File: src/rtl/adc_accum.sv
// adc_accum: dual-channel ADC sample accumulator.
// Sums 2^SAMPLES_LOG2 signed samples per channel, flags every period of
// 2^PERIOD_LOG2 samples, and holds the scaled result until it is consumed.
module adc_accum #(
  parameter int CH_WIDTH     = 18,
  parameter int SAMPLES_LOG2 = 10,
  parameter int OUT_WIDTH    = 24,
  parameter int PERIOD_LOG2  = 5
) (
  input  logic                    clk,
  input  logic                    rst,
  input  logic                    start,
  input  logic                    sample_valid,
  input  logic [2*CH_WIDTH-1:0]   sample_data,
  input  logic                    out_ready,
  output logic                    out_valid,
  output logic [OUT_WIDTH-1:0]    data_out_1,
  output logic [OUT_WIDTH-1:0]    data_out_2,
  output logic                    period_done,
  output logic                    busy,
  output logic                    overrun
);

  // Accumulator width is chosen so a full run of extreme samples cannot overflow.
  localparam int ACC_WIDTH = CH_WIDTH + SAMPLES_LOG2;
  // The output is the top OUT_WIDTH bits of the final accumulator.
  localparam int SHIFT     = SAMPLES_LOG2 - (OUT_WIDTH - CH_WIDTH);

  typedef enum logic [1:0] {
    IDLE  = 2'd0,
    ACCUM = 2'd1,
    HOLD  = 2'd2
  } state_t;

  state_t state;
  state_t state_next;

  logic signed [ACC_WIDTH-1:0] acc_1;
  logic signed [ACC_WIDTH-1:0] acc_2;
  logic signed [ACC_WIDTH-1:0] sum_1;
  logic signed [ACC_WIDTH-1:0] sum_2;
  logic [SAMPLES_LOG2-1:0]     count;
  logic [CH_WIDTH-1:0]         ch_1;
  logic [CH_WIDTH-1:0]         ch_2;

  logic acc_clear;
  logic accept;
  logic last_sample;
  logic period_wrap;
  logic clear_overrun;
  logic set_overrun;

  assign ch_1 = sample_data[2*CH_WIDTH-1:CH_WIDTH];
  assign ch_2 = sample_data[CH_WIDTH-1:0];

  // Sign-extend each channel and form the running sums including this sample,
  // so the final result already contains the last accepted sample.
  assign sum_1 = acc_1 + {{SAMPLES_LOG2{ch_1[CH_WIDTH-1]}}, ch_1};
  assign sum_2 = acc_2 + {{SAMPLES_LOG2{ch_2[CH_WIDTH-1]}}, ch_2};

  // The counter sits at all-ones on the last sample of a run or of a period.
  assign last_sample = &count;
  assign period_wrap = &count[PERIOD_LOG2-1:0];

  assign busy      = (state == ACCUM);
  assign out_valid = (state == HOLD);

  // State register; reset returns to IDLE and drops any pending result.
  always_ff @(posedge clk) begin
    if (rst) begin
      state <= IDLE;
    end else begin
      state <= state_next;
    end
  end

  // Next-state and datapath control decode.
  always_comb begin
    state_next    = state;
    acc_clear     = 1'b0;
    accept        = 1'b0;
    clear_overrun = 1'b0;
    set_overrun   = 1'b0;
    case (state)
      IDLE: begin
        if (start) begin
          acc_clear     = 1'b1;
          clear_overrun = 1'b1;
          state_next    = ACCUM;
        end
      end
      ACCUM: begin
        if (start) begin
          acc_clear = 1'b1;
        end else if (sample_valid) begin
          accept = 1'b1;
          if (last_sample) begin
            state_next = HOLD;
          end
        end
      end
      HOLD: begin
        if (sample_valid) begin
          set_overrun = 1'b1;
        end
        if (out_ready) begin
          state_next = IDLE;
        end
      end
      default: begin
        state_next = IDLE;
      end
    endcase
  end

  // Accumulators and sample counter; start wins over a same-cycle sample.
  always_ff @(posedge clk) begin
    if (rst) begin
      acc_1 <= '0;
      acc_2 <= '0;
      count <= '0;
    end else if (acc_clear) begin
      acc_1 <= '0;
      acc_2 <= '0;
      count <= '0;
    end else if (accept) begin
      acc_1 <= sum_1;
      acc_2 <= sum_2;
      count <= count + 1'b1;
    end
  end

  // Result registers capture the scaled sums only when entering HOLD.
  always_ff @(posedge clk) begin
    if (rst) begin
      data_out_1 <= '0;
      data_out_2 <= '0;
    end else if (accept && last_sample) begin
      data_out_1 <= sum_1[ACC_WIDTH-1:SHIFT];
      data_out_2 <= sum_2[ACC_WIDTH-1:SHIFT];
    end
  end

  // Period pulse follows the sample that completes each period.
  always_ff @(posedge clk) begin
    if (rst) begin
      period_done <= 1'b0;
    end else begin
      period_done <= accept && period_wrap;
    end
  end

  // Sticky overrun: set by samples arriving while a result is pending.
  always_ff @(posedge clk) begin
    if (rst) begin
      overrun <= 1'b0;
    end else if (clear_overrun) begin
      overrun <= 1'b0;
    end else if (set_overrun) begin
      overrun <= 1'b1;
    end
  end

endmodule

File: config.mk
export PLATFORM = sky130hd
export DESIGN_NAME = adc_accum
export DESIGN_NICKNAME = d
export VERILOG_FILES = /design/src/rtl/adc_accum.sv
export SDC_FILE = /design/constraint.sdc
export NUM_CORES = 1
export LEC_CHECK = 0
export ABC_AREA = 1
export CAP_MARGIN = 10
export CORE_ASPECT_RATIO = 0.7
export CORE_MARGIN = 5
export CORE_UTILIZATION = 58
export CTS_CLUSTER_SIZE = 28
export DETAILED_ROUTE_END_ITERATION = 8
export GPL_ROUTABILITY_DRIVEN = 1
export GPL_TIMING_DRIVEN = 0
export PLACE_DENSITY = 0.8
export SLEW_MARGIN = 5
export SYNTH_ARGS = -nofsm -noshare
export SYNTH_HDL_FRONTEND = slang
export SYNTH_SLANG_ARGS = --single-unit
File: constraint.sdc
create_clock -name clk -period 2.5 [get_ports clk]
set_clock_uncertainty 0.05 [all_clocks]
set_input_delay 0.5 -clock clk [delete_from_list [all_inputs] [get_ports clk]]
set_output_delay 0.5 -clock clk [all_outputs]
set_load 0.01 [all_outputs]
==> results of run 1 <==
placed cells by master (no fill, tap or decap), types with 20 or more instances in the layout:
cell	n
nand3_1	106
a21oi_1	42
clkdlybuf4s50_1	90
inv_1	284
o21ai_0	47
nand2_1	443
ha_1	52
nor2_1	248
clkbuf_1	20
dfxtp_1	118
synthesized netlist by cell type (all sizes together) (16+ instances only):
| cell type | number |
|---|---|
| buf | 16 |
| a21oi | 44 |
| inv | 288 |
| o21ai | 47 |
| nand2 | 444 |
| nor2 | 250 |
| ha | 56 |
| clkbuf | 16 |
| nand3 | 106 |
| dfxtp | 118 |
| xor2 | 16 |
area by class of cell:
type                       instances  area [sq um]  share of cell area
multi-input combinational       1044          5090               0.489
sequential                       118          2360               0.227
inverter                         288          1080               0.104
timing repair buffer              92           911              0.0875
clock buffer                      22           454              0.0436
tap                              195           244              0.0234
buffer                            32           163              0.0156
clock inverter                     9           104             0.00997
power groups by stage:
stage / Sequential (mW) / Combinational (mW) / Clock (mW)
after global routing: 1.91 / 0.672 / 2.47
after detailed placement: 1.95 / 0.583 / 0
after global placement: 1.95 / 0.578 / 0
final: 1.91 / 0.606 / 2.37
after CTS: 1.91 / 0.589 / 2.39
after floorplan: 1.95 / 0.381 / 0
logic make-up (layout without fill, tap and decap cells):
| kind of cell | Yosys count | after routing | synth area share |
|---|---|---|---|
| and+or+nand+nor | 840 | 840 | 0.394 |
| xor gates and xnor gates | 31 | 31 | 0.0313 |
| buffers and inverters | 320 | 443 | 0.144 |
| AOI/OAI and AO/OA | 115 | 115 | 0.0733 |
| adders and majority gates | 58 | 58 | 0.0854 |
| DFF | 118 | 118 | 0.272 |
layer usage:
layer  wire [microns]  track usage  up-vias
met5                0            0        -
met2            10800        0.453      511
met1            12800        0.470     4163
li1                 -            -     4751
met3             3420       0.0929       43
met4              562       0.0832        0
worst min-delay path by stage:
stage | startpoint | to | slack [ns] | cells after the start
3_5_place_dp | overrun | overrun | 0.42 | 2
3_3_place_gp | overrun | overrun | 0.41 | 2
2_1_floorplan | acc_1[0] | acc_1[0] | 0.41 | 2
5_1_grt | overrun | overrun | 0.46 | 2
6_report | overrun | overrun | 0.43 | 2
4_1_cts | overrun | overrun | 0.43 | 2
registers in the layout, indices dropped and copies added, names as in the netlist:
signal	cells
acc_1	28
acc_2	28
data_out_1	24
data_out_2	24
count	10
state	2
overrun	1
period_done	1
critical path: cells and delay by family:
kind            cells  cell delay, ns
compound gates      1            0.19
xor+xnor            1            0.21
simple gates        6            0.67
buf+inv             2            0.45
fa+ha+maj           2            0.64
==> flow_metrics.env, run 1 <==
export IMPL_p_sw_frac=0.265
export IMPL_drt_pre_antenna_iters=6
export IMPL_synthCells=1482
export IMPL_cpMostUsedCell="nand2_1"
export IMPL_pwr_share_comb=0.124
export IMPL_postPlaceCellArea_sq_um=9840
export IMPL_yosysWarningCount=0
export IMPL_hold_viol_final=0
export IMPL_post_cts_resized=2
export IMPL_nFillCells=1335
export IMPL_whs_ns=0.428
export IMPL_synth_top_flop_cell="dfxtp_1"
export IMPL_design_area_sq_um=10400
export IMPL_power_total_mw=4.89
export IMPL_postCtsHoldBufs=0
export IMPL_switchingPower_mw=1.30
export IMPL_leakage_nw=5.81
export IMPL_max_freq_ghz=0.416
export IMPL_synth_seq_cells=118
export IMPL_p_int_mw=3.59
export IMPL_status="finished, final reports clean"
export IMPL_fp_coreArea_sq_um=14700
export IMPL_areaGrowthSynthToFinish_pct=20.0
export IMPL_grt_max_degree=17
export IMPL_wl_per_cell_microns=15.3
export IMPL_yosysSeqAreaShare=0.272
export IMPL_synth_top_cell_area_share=0.272
export IMPL_slew_violations=0
export IMPL_globalplace_congestion=0.981
export IMPL_drive_above_1_share=0.0380
export IMPL_setup_viol=0
export IMPL_cp_endpoint="data_out_1[8]"
export IMPL_slew_headroom=0.464
export IMPL_post_cts_buffers=0
export IMPL_setup_tns_ns=0
export IMPL_fin_cells=1800
export IMPL_netlist_top_cells_area="dfxtp_1 27%, nand2_1 19%, inv_1 12%, nor2_1 11%, ha_1 8.1%"
export IMPL_finalNetCount=1692
export IMPL_portBuffers=92
export IMPL_tightestPinTransition_ns=0.805
export IMPL_synthArstFlopShare=0
export IMPL_die_w_microns=156
export IMPL_cts_sinks=118
export IMPL_cts_tree="done"
export IMPL_cts_path_max_buffers=2
export IMPL_grt_overflow=0
export IMPL_grtUsageTotal=0.319
export IMPL_yosys_area_top_type="dfxtp_1"
export IMPL_rsz0062_at_grt="no"
export IMPL_p_clk_frac=0.485
export IMPL_antenna_found_initial=0
export IMPL_n_antenna_cell=0
export IMPL_r2r_setup_slack_ns=0.29
export IMPL_crit_type="primary input to flop"
export IMPL_finalWirelength_mm=27.6
export IMPL_drtAntennaViolNets=0
export IMPL_dp_cells=1769
export IMPL_drt_initial_drc_count=1016
export IMPL_die_y_microns=112
export IMPL_r2r_cells=11
export IMPL_avgSynthCellArea_sq_um=5.85
export IMPL_cp_max_fo=4
export IMPL_fin_util=0.710
export IMPL_max_stage_delay_ns=0.41
export IMPL_worstPathArrival_ns=2.67
export IMPL_peakVddDrop_v=0.000394
export IMPL_seqPwrFrac=0.391
export IMPL_r2r_start="acc_1[0]"
export IMPL_critPathSlowestCell="clkdlybuf4s50_1"
export IMPL_grt_pass1_vias=8807
export IMPL_cts_root_buf="clkbuf_16"
export IMPL_ioPinCount=93
export IMPL_vias_per_cell=5.26
export IMPL_rows=37
export IMPL_insertion_delay_ns=0.42
export IMPL_p_per_area_nw_per_um2=469
export IMPL_die_area_sq_um=17500
export IMPL_dpl_hpwl_mm=21.4
export IMPL_syn_num_nets=1581
export IMPL_startpoint="sample_data[18]"
export IMPL_synthesis_area_sq_um=8680
export IMPL_grt_pass1_wl_mm=44.4
export IMPL_vias=9468
export IMPL_critPathRequiredTime_ns=2.77
export IMPL_synth_edf_count=0
export IMPL_start_util=0.591
export IMPL_pre_cts_ws_ns=-0.573
export IMPL_start_kind="primary input"
export IMPL_yosysUniqueCellTypes=34
export IMPL_setup_ws_ns=0.0949
export IMPL_htreeDepth=4
export IMPL_cap_violations=0
export IMPL_drcViolationCount=0
export IMPL_rr_endpoint="data_out_1[8]"
export IMPL_crit_chain="clkdlybuf4s50_1, ha_1, fa_2, nand2_1, nand3_1, nand3_1, nand2_1, a21oi_2, xor2_1, nand2_1, nand2_1, inv_1"
export IMPL_cts_reportedPaths_clkPinSlew_ns=0.05
export IMPL_crit_path_end_kind="flop"
export IMPL_min_period_over_period=0.962
export IMPL_finalCriticalPeriod_ns=2.41
export IMPL_cts_buffers=17
export IMPL_hp_class="flop to flop"
(Power assumes the default switching activity.)
==> run 2: changes to the inputs <==
--- a/config.mk
+++ b/config.mk
@@ -9,12 +9,13 @@
 export CAP_MARGIN = 10
 export CORE_ASPECT_RATIO = 0.7
 export CORE_MARGIN = 5
-export CORE_UTILIZATION = 58
+export CORE_UTILIZATION = 59
+export CTS_BUF_LIST = sky130_fd_sc_hd__clkbuf_8
 export CTS_CLUSTER_SIZE = 28
 export DETAILED_ROUTE_END_ITERATION = 8
 export GPL_ROUTABILITY_DRIVEN = 1
 export GPL_TIMING_DRIVEN = 0
-export PLACE_DENSITY = 0.8
+export PLACE_DENSITY = 0.81
 export SLEW_MARGIN = 5
 export SYNTH_ARGS = -nofsm -noshare
 export SYNTH_HDL_FRONTEND = slang
==> run 2 against run 1 <==
Net effect:
- total power is 12% lower
- first-iteration DRC count is 5.0% lower
- worst setup slack better by 0.013 ns
- wire length is 1.3% lower
- final area is 1.7% lower
- sequential share of layout area is 0.40 points higher
- utilization is 0.56 points lower
- combinational power is 0.8% lower
- critical path depth is 1 lower
- largest power group is now sequential cells
==> flow_metrics.env, run 2 (synthesis results as in run 1) <==
export IMPL_status="finished, final reports clean"
export IMPL_cts_root_buf="clkbuf_8"
export IMPL_drtAntennaViolNets=0
export IMPL_max_freq_ghz=0.418
export IMPL_cp_endpoint="data_out_1[7]"
export IMPL_cts_sinks=118
export IMPL_regArea_sq_um=2360
export IMPL_cts_buffers=17
export IMPL_fp_coreArea_sq_um=14500
export IMPL_crit_chain="clkdlybuf4s50_1, ha_1, nand2_1, inv_1, nand2_1, nand2_1, nand3b_1, xnor2_1, nand2_1, nand2_1, inv_1"
export IMPL_hold_viol_final=0
export IMPL_cts_path_max_buffers=2
export IMPL_start_util=0.597
export IMPL_path_delay_family="simple AND/OR/NAND/NOR gates"
export IMPL_cp_depth=11
export IMPL_r2r_start="acc_1[8]"
export IMPL_critPathSlowestCell="clkdlybuf4s50_1"
export IMPL_power_total_mw=4.28
export IMPL_grtUsageTotal=0.318
export IMPL_finalNetCount=1692
export IMPL_antenna_found_initial=0
export IMPL_crit_type="primary input to flop"
export IMPL_grt_max_degree=17
export IMPL_grt_pass1_wl_mm=43.6
export IMPL_ioPinCount=93
export IMPL_nFillCells=1389
export IMPL_areaGrowthSynthToFinish_pct=17.9
export IMPL_cpMostUsedCell="nand2_1"
export IMPL_start_kind="primary input"
export IMPL_die_area_sq_um=17300
export IMPL_die_w_microns=155
export IMPL_post_cts_buffers=0
export IMPL_max_stage_delay_ns=0.45
export IMPL_min_period_over_period=0.957
export IMPL_dpl_hpwl_mm=20.9
export IMPL_cts_tree="done"
export IMPL_layout_common_cells="443 x nand2_1, 286 x inv_1, 248 x nor2_1"
export IMPL_pre_cts_ws_ns=-0.647
export IMPL_portBuffers=92
export IMPL_hp_class="flop to flop"
export IMPL_critPathRequiredTime_ns=2.81
export IMPL_drive_above_1_share=0.0343
export IMPL_drt_pre_antenna_iters=9
export IMPL_cp_buffers_inverters=3
export IMPL_startpoint="sample_data[28]"
export IMPL_reg_largest_list="acc_1 x28, acc_2 x28"
export IMPL_grt_overflow=0
export IMPL_n_antenna_cell=0
export IMPL_rr_endpoint="data_out_1[13]"
export IMPL_cts_reportedPaths_clkPinSlew_ns=0.07
export IMPL_vias_per_cell=5.16
export IMPL_min_from="overrun"
export IMPL_cp_max_fo=4
export IMPL_wl_per_cell_microns=15.1
export IMPL_rows=37
export IMPL_drcViolationCount=0
export IMPL_vias=9275
export IMPL_worstPathArrival_ns=2.70
export IMPL_leakage_nw=5.74
export IMPL_die_y_microns=111
export IMPL_cap_violations=0
export IMPL_tightestPinTransition_ns=0.862
export IMPL_htreeDepth=4
export IMPL_fin_util=0.704
export IMPL_peakVddDrop_v=0.000463
export IMPL_setup_viol=0
export IMPL_finalCriticalPeriod_ns=2.39
export IMPL_r2r_cells=10
export IMPL_grt_pass1_vias=8383
export IMPL_setup_ws_ns=0.108
export IMPL_r2r_setup_slack_ns=0.31
export IMPL_finalWirelength_mm=27.2
export IMPL_multi_input_area_sq_um=5080
export IMPL_p_per_area_nw_per_um2=419
export IMPL_slew_headroom=0.425
export IMPL_final_common_cell="nand2_1"
export IMPL_globalplace_congestion=1.05
export IMPL_rsz0062_at_grt="no"
export IMPL_slew_violations=0
export IMPL_crit_path_end_kind="flop"
export IMPL_insertion_delay_ns=0.46
export IMPL_drt_initial_drc_count=965
export IMPL_whs_ns=0.427
run 2: cell count changes in the layout (fill, tap and decap cells not counted), moves of 4 or more:
cell and change:
ha_2 -4, ha_1 +4, clkbuf_8 +19, clkbuf_16 -17, clkbuf_1 -4
run 2: tightest hold or removal path, cell delays in order (launching register included):
cell      delay, ns
dfxtp_1        0.32
inv_1          0.05
a211oi_1       0.05
run 2: worst min path at each step:
stage,depth (start not counted),endpoint
after floorplan,2,acc_1[0]
after global placement,2,overrun
after detailed placement,2,overrun
after CTS,2,overrun
after global routing,2,overrun
final,2,overrun
run 2: where the power goes:
group	leakage (nW)	internal [mW]	switching, mW
registers	0.952	1.90	0.0117
clock network	0.191	0.941	0.833
logic	4.60	0.212	0.390
run 2: cell type report:
type                    instances  share of cell area
multi-input cells            1044               0.496
flip-flops and latches        118               0.231
inverters                     288               0.106
repair buffers                 92              0.0898
clock buffers                  20              0.0269
well taps                     195              0.0238
plain buffers                  32              0.0159
clock inverters                10              0.0105
run 2: repair_timing:
item / in CTS / in global routing
setup endpoints to repair: 6 / 5
resized for setup: 2 / 3
hold buffers: 0 / 0
run 2: metrics by stage:
| stage | setup TNS (ns) | cell area (sq um) | instances |
|---|---|---|---|
| floorplan | 0 | 8680 | 1482 |
| global placement | -19.08 | 9840 | 1769 |
| detailed placement | -20.19 | 9840 | 1769 |
| CTS | 0 | 10200 | 1799 |
| global route | 0 | 10200 | 1799 |
| finish | 0 | 10200 | 1799 |
run 2: per-layer routing:
layer | GRT usage | vias up | share of wire | wire length [microns]
met4 | 0.0712 | 0 | 0.016 | 448
met5 | 0 | - | 0 | 0
li1 | - | 4741 | - | -
met1 | 0.483 | 4064 | 0.47 | 12700
met2 | 0.438 | 432 | 0.38 | 10500
met3 | 0.0987 | 38 | 0.13 | 3560
